<file path="src/rtl/cpa_accumulator_pkg.sv">
// rtl/cpa_accumulator_pkg.sv - shared widths and carry-save beat bundle for the CPA accumulator
package cpa_accumulator_pkg;

  // Default compressor operand width used across the datapath.
  localparam int NN_DEF = 16;

  // Carry-save vector width coming out of the compressor tree.
  localparam int CS_W = NN_DEF + 1;

  // Resolved sum width: two CS_W vectors added without truncation.
  localparam int CPA_W = NN_DEF + 2;

  // One carry-save beat as produced by the compressor tree's output stage.
  typedef struct packed {
    logic [CS_W-1:0] sum;
    logic [CS_W-1:0] carry;
    logic            first;
    logic            last;
  } cs_beat_t;

endpackage

</file>
<file path="src/rtl/cpa_add.sv">
// rtl/cpa_add.sv - carry-propagate adder resolving a carry-save pair
module cpa_add #(
  parameter int NN = 16
) (
  input  logic [NN:0]   i_a,
  input  logic [NN:0]   i_b,
  output logic [NN+1:0] o_s
);

  // Ripple form for now; both operands are zero-extended so the carry out lands in the top bit.
  assign o_s = {1'b0, i_a} + {1'b0, i_b};

endmodule

</file>
<file path="src/rtl/cpa_accumulator.sv">
// rtl/cpa_accumulator.sv - resolves carry-save beats and accumulates them into one result per group
module cpa_accumulator
  import cpa_accumulator_pkg::*;
#(
  parameter int NN = NN_DEF,
  parameter int AW = 40
) (
  input  logic          clk,
  input  logic          rst_n,
  input  logic          in_valid,
  output logic          in_ready,
  input  logic [NN:0]   in_sum,
  input  logic [NN:0]   in_carry,
  input  logic          in_first,
  input  logic          in_last,
  output logic          out_valid,
  input  logic          out_ready,
  output logic [AW-1:0] out_acc,
  output logic          out_ovf
);

  // Zero padding that lifts a resolved beat to the AW+1 accumulation width.
  localparam int PAD_W = AW - NN - 1;

  logic            w_en;
  logic [NN+1:0]   w_cpa;
  logic [AW:0]     w_beat_ext;
  logic [AW:0]     w_nxt;
  logic            w_novf;

  logic            r_s1_valid;
  logic            r_s1_first;
  logic            r_s1_last;
  logic [NN+1:0]   r_s1_sum;

  logic [AW-1:0]   r_acc;
  logic            r_ovf;

  logic            r_out_valid;
  logic [AW-1:0]   r_out_acc;
  logic            r_out_ovf;

  // The whole pipeline advances together; it only stalls when a result is held and not taken.
  assign w_en     = !r_out_valid || out_ready;
  assign in_ready = w_en;

  cpa_add #(
    .NN (NN)
  ) u_cpa_add (
    .i_a (in_sum),
    .i_b (in_carry),
    .o_s (w_cpa)
  );

  // A first beat reloads the accumulator; the extra top bit catches the wrap out of AW bits.
  assign w_beat_ext = {{PAD_W{1'b0}}, r_s1_sum};
  assign w_nxt      = r_s1_first ? w_beat_ext : ({1'b0, r_acc} + w_beat_ext);
  assign w_novf     = (r_s1_first ? 1'b0 : r_ovf) | w_nxt[AW];

  // Stage 1: register the resolved sum and the group markers of an accepted beat.
  always_ff @(posedge clk) begin
    if (!rst_n) begin
      r_s1_valid <= 1'b0;
      r_s1_first <= 1'b0;
      r_s1_last  <= 1'b0;
      r_s1_sum   <= '0;
    end else if (w_en) begin
      r_s1_valid <= in_valid;
      r_s1_sum   <= w_cpa;
      if (in_valid) begin
        r_s1_first <= in_first;
        r_s1_last  <= in_last;
      end
    end
  end

  // Stage 2: fold the beat into the running group, or close the group into the output register.
  always_ff @(posedge clk) begin
    if (!rst_n) begin
      r_acc       <= '0;
      r_ovf       <= 1'b0;
      r_out_valid <= 1'b0;
      r_out_acc   <= '0;
      r_out_ovf   <= 1'b0;
    end else if (w_en) begin
      if (r_s1_valid && r_s1_last) begin
        r_out_acc   <= w_nxt[AW-1:0];
        r_out_ovf   <= w_novf;
        r_out_valid <= 1'b1;
        r_acc       <= '0;
        r_ovf       <= 1'b0;
      end else begin
        r_out_valid <= 1'b0;
        if (r_s1_valid) begin
          r_acc <= w_nxt[AW-1:0];
          r_ovf <= w_novf;
        end
      end
    end
  end

  assign out_valid = r_out_valid;
  assign out_acc   = r_out_acc;
  assign out_ovf   = r_out_ovf;

endmodule

</file>
<file path="config.mk">
export PLATFORM = sky130hd
export DESIGN_NAME = cpa_accumulator
export DESIGN_NICKNAME = d
export VERILOG_FILES = /design/src/rtl/cpa_accumulator_pkg.sv /design/src/rtl/cpa_add.sv /design/src/rtl/cpa_accumulator.sv
export SDC_FILE = /design/constraint.sdc
export NUM_CORES = 1
export LEC_CHECK = 0
export CAP_MARGIN = 40
export CORE_UTILIZATION = 50
export CTS_BUF_LIST = sky130_fd_sc_hd__clkbuf_8
export DETAILED_ROUTE_END_ITERATION = 16
export GPL_TIMING_DRIVEN = 0
export PLACE_DENSITY = 0.76
export REMOVE_ABC_BUFFERS = 1
export SLEW_MARGIN = 20
export SYNTH_ARGS = -nofsm -noshare
export SYNTH_HDL_FRONTEND = slang
export SYNTH_SLANG_ARGS = --single-unit
export TNS_END_PERCENT = 5
</file>
<file path="constraint.sdc">
create_clock -name clk -period 6 [get_ports clk]
set_input_delay 0.6 -clock clk [delete_from_list [all_inputs] [get_ports clk]]
set_output_delay 0.6 -clock clk [all_outputs]
set_load 0.05 [all_outputs]
</file>
==> qor.txt <==
Outcome - finished clean
Resized Gates After CTS - 0
DP Area - 7120 um^2
Clock skew - 0.0129 ns
Die height - 113 um
Reg2reg path depth - 9
Drt first pass iters - 5
Drt first-iter violations - 428
Initial Utilization - 51.4%
Grt met1 use - 31.5%
Via count - 5729
Avg Inst Size Synth - 8.10 um^2
Area share of the largest cell type after synthesis - 33.6%
Core ar. - 12100 um^2
Row Count - 40
Clock tree sinks - 104
Ratio of routed vias to standard cells - 5.78
Largest net degree at the start of global routing - 41
# Post-CTS Setup Buffers - 0
Max-cap violations - 0
WL final - 14800 um
Flop-to-flop setup slack - 2.82 ns
Final cell count without fillers - 992
Final #Nets - 898
Routed wire length per instance - 14.9 um
CTS tree - built
Diode count - 0
GRT Overall Usage - 23.7%
Worst-Skew Late Latency - 0.37 ns
CTS buffer count - 9
Achievable Freq - 287 MHz
Slew headroom - 42.5%
Final ANT Viol Nets - 0
CP endpoint - r_acc[37]
Leak - 2.78 nW
Slew Limit Fails - 0
First-pass GRT wire length - 24900 um
Met2 Usage GRT - 40.4%
Period utilization - 58.0%
Hold_buf cts - 0
Clk pin slew, worst setup/hold paths - 0.10 ns
Ys async rst share - 0%
Clock root buffer - clkbuf_8
Sequential fraction of the synthesis area - 33.6%
Post-synthesis cell count - 766
Hold slack - 0.447 ns
Boundary pin count - 83
Routability cong. - 0.923
Clock Path Buffers - 2
R2R Path Start - out_valid
Slew @ Worst Pin - 0.860 ns
Initial antenna violation count - 0
Total global routing overflow - 0
# setup viols final - 0
WP data arrival - 3.75 ns
Yosys warning count - 0
Met3 GRT Util - 2.50%
H-Tree Depth - 3
Placed insts - 975
Top post-synthesis cells by area - dfxtp_1, ha_1, o21ai_0, nand2_1, a21oi_1
#FFs+latches synth - 104
Share of cells above drive strength 1 - 6.67%
Final Hold Viols - 0
Die Area - 12900 um^2
Yosys cell types - 66
I/O Buffers - 82
Cell area power density - 195 nW/um^2
Final TNS setup - 0 ns
Core Util, Final - 60.6%
Most frequent cell after synthesis - dfxtp_1
Endpoint class of the critical path - register
Finished Cell Area - 7310 um^2
Layout Area Growth over Synthesis - 17.9%
Reg-to-Reg End - r_acc[37]
Largest area contributor in the netlist - dfxtp_1
Worst Setup SP - out_ready
Max IR drop VDD - 0.000134 V
Kind of critical path - in2reg
Startpoint types - input port
Estimated wirelength of the detail-placed design - 10800 um
RSZ-0062 raised after global routing - false
Busiest metal layer after global routing - met2
Vias in the first global route - 5309
Crit Path Max Fanout - 28
DRC Markers - 0
Critical Path RT - 6.28 ns
Die width - 113 um
Synth Cell Area - 6200 um^2
Worst hold path type - reg2reg
Top cells by instance count after synthesis - dfxtp_1, nand2_1, o21ai_0
Main flop type after synthesis - dfxtp_1
Post-synth EDFFs - 0
Min Clock Period, post-route - 3.48 ns
==> where the power goes <==
group | switching (mW) | internal (mW)
sequential | 0.0299 | 0.718
clock | 0.228 | 0.144
combinational | 0.174 | 0.134
total | 0.432 | 0.995
==> metrics by stage <==
| stage | setup slack, ns | power, mW |
|---|---|---|
| CTS | 2.19 | 1.43 |
| global placement | 0.986 | 1.05 |
| floorplan | 2.40 | 0.968 |
| global route | 2.29 | 1.50 |
| finish | 2.52 | 1.43 |
| detailed placement | 1.81 | 1.06 |
==> layer usage <==
layer / share of wire [%] / vias to the layer above
li1: - / 2885
met1: 48 / 2674
met2: 47 / 157
met3: 4.1 / 13
met4: 1.1 / 0
met5: 0 / -
==> layout make-up <==
class                           count  area, um^2
Tap cell                          168         210
Clock buffer                        9         124
Sequential cell                   104        2080
Timing Repair Buffer               89         907
Multi-Input combinational cell    595        3870
Inverter                           22        82.6
Fill cell                        1060        4750
Clock inverter                      5        28.8
==> logic make-up (layout without fill, tap and decap cells) <==
kind of cell             after synthesis  in the layout  synth area share [%]
flip-flops                           104            104                  33.6
AO/OA/AOI/OAI                        257            257                  27.8
multiplexers                          13             13                  2.18
adder cells (fa/ha/maj)               37             37                  7.71
XOR/XNOR                              40             40                  5.65
AND/OR/NAND/NOR                      248            248                  18.8
buffers and inverters                 67            125                  4.28
==> worst max-delay path: stages <==
cell,delay (ns)
clkdlybuf4s50_1,0.42
nor2b_2,0.62
inv_2,0.42
nand2_1,0.60
or3_1,0.36
nor2_2,0.15
buf_6,0.18
o21ai_0,0.15
a41oi_1,0.06
a21o_1,0.19
==> worst min-delay path by stage <==
stage,startpoint,end,cells past startpoint
2_1_floorplan,r_acc[10],r_acc[10],2
3_3_place_gp,out_acc[26],out_acc[26],2
3_5_place_dp,out_acc[30],out_acc[30],2
4_1_cts,out_acc[30],out_acc[30],2
5_1_grt,out_acc[30],out_acc[30],2
6_report,out_acc[30],out_acc[30],2
==> cell usage in the layout, fill, tap and decap left out, types with 8 or more instances in the layout <==
cell and instances:
nand3_1 28, and2_1 9, clkbuf_8 9, xnor2_1 32
mux2i_1 9, a21o_1 16, and3_1 12, nand2_1 96
a211oi_1 17, o21ai_0 75, dfxtp_1 104, nor2_1 49
inv_1 22, xor2_1 8, clkdlybuf4s50_1 82, a21oi_1 65
nor3_1 16, ha_1 35, a32oi_1 8
Power figures use the tool's default switching activity.
